### src/rtl/multdiv_pkg.sv
// Shared types for the multiply/divide sequencer: FSM states, operation
// encoding and iteration counter width.
package multdiv_pkg;

  localparam int CNT_W = 6;

  typedef enum logic [2:0] {
    IDLE,
    LOAD,
    RUN,
    FIX,
    DONE
  } state_t;

  typedef enum logic {
    OP_MULT = 1'b0,
    OP_DIV  = 1'b1
  } op_t;

endpackage

### src/rtl/multdiv_ctrl_iter_counter.sv
// Iteration counter for the multiply/divide sequencer; flags the final
// iteration so the FSM can leave RUN.
module iter_counter
  import multdiv_pkg::*;
#(
  parameter int ITERS = 32
) (
  input  logic             clock,
  input  logic             reset,
  input  logic             clear,
  input  logic             enable,
  output logic [CNT_W-1:0] count,
  output logic             last
);

  // Clear wins over enable so a restart always begins from zero.
  always_ff @(posedge clock or negedge reset) begin
    if (!reset) begin
      count <= '0;
    end else if (clear) begin
      count <= '0;
    end else if (enable) begin
      count <= count + 1'b1;
    end
  end

  assign last = (count == CNT_W'(ITERS - 1));

endmodule

### src/rtl/multdiv_ctrl.sv
// Sequencer for the multicycle multiply/divide datapath. Defining
// MULTDIV_DIV0_BYPASS_EN sends a divide-by-zero straight from LOAD to DONE.
module multdiv_ctrl
  import multdiv_pkg::*;
#(
  parameter int ITERS = 32
) (
  input  logic             clock,
  input  logic             reset,
  input  logic             ctrl_MULT,
  input  logic             ctrl_DIV,
  input  logic             divisor_zero,
  output logic             dp_load,
  output logic             dp_step,
  output logic             dp_op,
  output logic             dp_fix,
  output logic             busy,
  output logic             data_resultRDY,
  output logic             data_exception,
  output logic [CNT_W-1:0] iter
);

  state_t state;
  state_t nextState;
  op_t    opReg;
  logic   div0Reg;
  logic   startAcc;
  logic   bypass;
  logic   cntLast;

  // A multiply outranks a simultaneous divide, so it must not pick up the div0 flag.
  always_ff @(posedge clock or negedge reset) begin
    if (!reset) begin
      state   <= IDLE;
      opReg   <= OP_MULT;
      div0Reg <= 1'b0;
    end else begin
      state <= nextState;
      if (startAcc) begin
        opReg   <= ctrl_MULT ? OP_MULT : OP_DIV;
        div0Reg <= ~ctrl_MULT & ctrl_DIV & divisor_zero;
      end
    end
  end

`ifdef MULTDIV_DIV0_BYPASS_EN
  assign bypass = div0Reg;
`else
  assign bypass = 1'b0;
`endif

  always_comb begin
    nextState      = state;
    dp_load        = 1'b0;
    dp_step        = 1'b0;
    dp_fix         = 1'b0;
    data_resultRDY = 1'b0;
    startAcc       = ((state == IDLE) || (state == DONE)) && (ctrl_MULT || ctrl_DIV);
    case (state)
      IDLE: begin
        if (startAcc) nextState = LOAD;
      end
      LOAD: begin
        dp_load   = 1'b1;
        nextState = bypass ? DONE : RUN;
      end
      RUN: begin
        dp_step = 1'b1;
        if (cntLast) nextState = FIX;
      end
      FIX: begin
        dp_fix    = 1'b1;
        nextState = DONE;
      end
      DONE: begin
        data_resultRDY = 1'b1;
        nextState      = startAcc ? LOAD : IDLE;
      end
      default: nextState = IDLE;
    endcase
  end

  assign busy           = (state == LOAD) || (state == RUN) || (state == FIX);
  assign data_exception = data_resultRDY & div0Reg;
  assign dp_op          = opReg;

  // Clearing on the accepted start makes iter read 0 already in the LOAD cycle.
  iter_counter #(
    .ITERS(ITERS)
  ) u_iter_counter (
    .clock (clock),
    .reset (reset),
    .clear (startAcc),
    .enable((state == RUN) && !cntLast),
    .count (iter),
    .last  (cntLast)
  );

endmodule
### config.mk
export PLATFORM = sky130hd
export DESIGN_NAME = multdiv_ctrl
export DESIGN_NICKNAME = d
export VERILOG_FILES = /design/src/rtl/multdiv_pkg.sv /design/src/rtl/multdiv_ctrl_iter_counter.sv /design/src/rtl/multdiv_ctrl.sv
export SDC_FILE = /design/constraint.sdc
export NUM_CORES = 1
export LEC_CHECK = 0
export CAP_MARGIN = 5
export CORE_UTILIZATION = 44
export DETAILED_ROUTE_END_ITERATION = 12
export HOLD_SLACK_MARGIN = 0.05
export PLACE_DENSITY = 0.76
export SETUP_SLACK_MARGIN = 0.5
export SYNTH_ARGS = -nofsm -noshare
export SYNTH_HDL_FRONTEND = slang
export SYNTH_SLANG_ARGS = --single-unit
### constraint.sdc
create_clock -name clock -period 1.71 [get_ports clock]
set_input_delay 0.4275 -clock clock [delete_from_list [all_inputs] [get_ports clock]]
set_output_delay 0.4275 -clock clock [all_outputs]
set_load 0.01 [all_outputs]
==> results.md <==
- The category of the worst setup path launch point is a register.
- In the routed design, unresolved DRC markers number 0.
- Dividing the synthesized area by the synthesized cell count gives 10.3 um^2.
- The die area is 1490 um^2.
- The run finished with clean final reports.
- The placed instance count is 93.
- Detailed placement finished with a half-perimeter wire length of 888 um.
- In the routed layout, each cell is associated on average with a via count of about 5.5.
- The count of pins over their slew limit is 0.
- The via count of the first global-routing pass is 558.
- The top fanout value on the critical path is 4.
- After detailed routing, the average wire length per cell comes to 13.5 um.
- After the first detailed-routing iteration, the DRC count stood at 27.
- For this design the top-level I/O count stands at 18.
- The maximum ir drop on the vdd rail is 0.000938 V.
- The number of antenna violations at the first check in global routing is 0.
- After routing, the total negative slack on setup checks comes to 0 ns.
- The number of port buffers is 17.
- The routed design uses 703 um of met2 wire.
- In the final layout, the multi-input gates occupy roughly 360 um^2.
- The maximum achievable frequency is 0.592 GHz.
- The met3 wirelength from detailed routing is 90 um.
- The wire length after detailed routing is between 1 and 1.5 mm.
- The share of the Yosys chip area taken by registers is 0.468.
- In the global route stage, overall resource usage came out at 0.247.
- The slew of the pin with the lowest slew margin is 0.507 ns.
- The post-detailed-placement cell area is 820 um^2.
- The least setup slack across all paths after layout is 0.0210 ns.
- The total non-filler cell area in the finished layout is 965 um^2.
- The core region area is 1170 um^2.
- The critical path capture point type is a primary output.
- The worst path required time is around 1.3 ns.
- The cell sitting at the root of the clock tree is a sky130_fd_sc_hd__clkbuf_4.
- The path type of the worst setup path is reg2out.
- The number of hold-slack violations in the final timing report was 0.
- The synthesized netlist contains 27 unique library cells.
- The clock arrives with around 0.0069 ns of skew.
- The path class of the tightest hold or removal check is reg2reg.
- The fill cell instance count of the final layout is 75.
- In this run the static leakage power is 0.494 nW.
- The number of nets in the synthesized netlist is 63.
- The overall die width is 38.6 um.
- Entering global routing, the biggest net connects 12 pins.
- After clock tree synthesis, the clock-pin slew on the worst setup and hold paths is about 0.070 ns.
- The CTS buffer count is 3.
- The signed area change from the synthesized netlist to the final layout is 64.0%.
- The tool flagged a number of max-cap violations equal to 0.
- The initial utilization of the core area, before any placement, comes to 0.502.
- Overall power consumption after layout is estimated at 1.50 mW.
- The number of detailed-routing iterations run before antenna repair is 4.
- The post-place setup slack is -0.105 ns.
- Data on the critical path arrives at its endpoint at 1.26 ns.
- The number of clock sinks seen by CTS is 11.
- After synthesis the netlist holds a flip-flop and latch count of 11.
- Global routing finished with a remaining overflow of 0.
- The post-route worst hold slack is 0.489 ns.
- The deepest level of the CTS H-tree is 1.
- Across all layers, the routed design uses 598 vias.
- The y dimension of the die is 38.6 um.
- The number of placement rows is 12.
- The detailed router put a total of roughly 660 um of wire on met1.
- Setup violations remaining at the end of the flow were counted as 0.
- The worst slew slack as a fraction of its limit is 0.661.
- The global-route wire length before repair is 2.43 mm.
- The mapped cell area is approximately 600 um^2.
- In the final layout, the share of cells above drive strength 1 is 0.511.
- The highest routing layer actually used is met4.
- The number of buffers between clock root and the deepest sink is 2.
- 0 antenna diodes ended up in the layout.
- The final-stage net count is 101.
- The final core utilization is 0.824.
- The final cell count without fillers is 108.
- Yosys printed 0 warnings.
- TritonCTS built the clock tree.
- In the finished design, the share of the clock period the worst path needs comes to 0.988.
- The register area is 278 um^2.
- Once detail routing completed, the nets flagged for antenna violations numbered 0.
- Routability-driven placement finished with a final weighted congestion of 0.770.
- Setup repair after global routing could not meet its margin everywhere.
- For the worst-skew pair, the clock arrives at the later sink with an insertion delay of between 0.2 and 0.3 ns.
- Counting I/O delays and the setup requirement, the final critical path takes 1.69 ns.
- Synthesis handed over a netlist of 57 instances.
- Buffers inserted to repair hold after CTS numbered 0.
- The power density over cell area is 1550 nW/um^2.
## report_power, final
group          switching (mW)  internal (mW)
clock                  0.0799         0.0902
sequential             0.0664          0.342
combinational           0.427          0.489
## synthesized netlist by cell type
library cell,instances,share of area
sky130_fd_sc_hd__or3b_4,1,0.019
sky130_fd_sc_hd__ha_1,1,0.021
sky130_fd_sc_hd__and3b_1,2,0.030
sky130_fd_sc_hd__nor3b_1,1,0.013
sky130_fd_sc_hd__nor3_1,3,0.026
sky130_fd_sc_hd__o2111a_1,1,0.019
sky130_fd_sc_hd__a21oi_1,1,0.0085
sky130_fd_sc_hd__o21ai_0,7,0.060
sky130_fd_sc_hd__nand2_1,2,0.013
sky130_fd_sc_hd__dfrtp_1,11,0.47
sky130_fd_sc_hd__inv_1,1,0.0064
sky130_fd_sc_hd__clkbuf_1,1,0.0064
sky130_fd_sc_hd__nor2_1,5,0.032
sky130_fd_sc_hd__o211ai_1,1,0.013
sky130_fd_sc_hd__a311oi_2,1,0.026
sky130_fd_sc_hd__and3_1,2,0.021
sky130_fd_sc_hd__and4_1,1,0.015
sky130_fd_sc_hd__o21ai_1,2,0.017
sky130_fd_sc_hd__o31ai_1,1,0.013
sky130_fd_sc_hd__or2_1,1,0.011
sky130_fd_sc_hd__a21o_1,1,0.013
sky130_fd_sc_hd__a41oi_2,1,0.028
sky130_fd_sc_hd__mux2i_1,4,0.068
sky130_fd_sc_hd__nand2b_1,2,0.021
sky130_fd_sc_hd__and2_1,1,0.011
sky130_fd_sc_hd__nand3_1,1,0.0085
sky130_fd_sc_hd__clkinv_4,1,0.015
## layout by cell type (no fill, tap or decap), drive strengths merged, types with 2 or more instances in the layout
cell type,instances
buf,30
dfrtp,11
o21ai,9
nor2,5
mux2i,4
clkbuf,4
nor3,3
and3b,2
nand2,2
nand2b,2
clkdlybuf4s50,2
and3,2
## worst max-delay path, stage by stage (launching register included)
cell                       delay (ns)
sky130_fd_sc_hd__dfrtp_2         0.44
sky130_fd_sc_hd__or3b_4          0.41
sky130_fd_sc_hd__clkinv_4        0.06
sky130_fd_sc_hd__buf_6           0.09
## worst paths after layout
| path | startpoint | depth (start not counted) | slack, ns | endpoint |
|---|---|---|---|---|
| hold reg to reg | div0Reg | 1 | 0.49 | div0Reg |
| setup / recovery | state[0] | 3 | 0.02 | dp_step |
| setup reg to reg | state[0] | 6 | 0.06 | u_iter_counter.count[5] |
| min in group asynchronous | reset | 1 | 0.50 | state[1] |
| hold / removal | div0Reg | 1 | 0.49 | div0Reg |
| max in group asynchronous | reset | 1 | 0.85 | u_iter_counter.count[2] |
## cells by family (layout without fill, tap and decap cells)
logic type               after synthesis  in the layout  synth area share
flip-flops                            11             11             0.468
adder cells (fa/ha/maj)                1              1            0.0213
AO/OA/AOI/OAI                         16             16             0.196
buffers and inverters                  3             40            0.0277
AND/OR/NAND/NOR                       22             22             0.219
multiplexers                           4              4            0.0681
## final cells by class
class	instances	share of cell area
multi-input combinational	43	0.368
clock buffer	4	0.0272
tap	14	0.0182
sequential	11	0.288
inverter	2	0.0130
timing repair buffer	34	0.285
## timing repair
| item | 4_1_cts | 5_1_grt |
|---|---|---|
| pin swaps | 4 | 6 |
| buffers inserted | 9 | 2 |
| gates resized for setup | 67 | 11 |
| endpoints found under the setup margin | 21 | 23 |
## registers in the layout, indices dropped and copies added (netlist names)
signal	count
div0Reg	1
state	3
dp_op	1
u_iter_counter.count	6
## routing by layer
layer | GRT usage | up-vias
li1 | - | 287
met1 | 0.335 | 285
met2 | 0.379 | 24
met3 | 0.0872 | 2
met4 | 0.0517 | 0
met5 | 0 | -
Power figures use the tool's default switching activity.
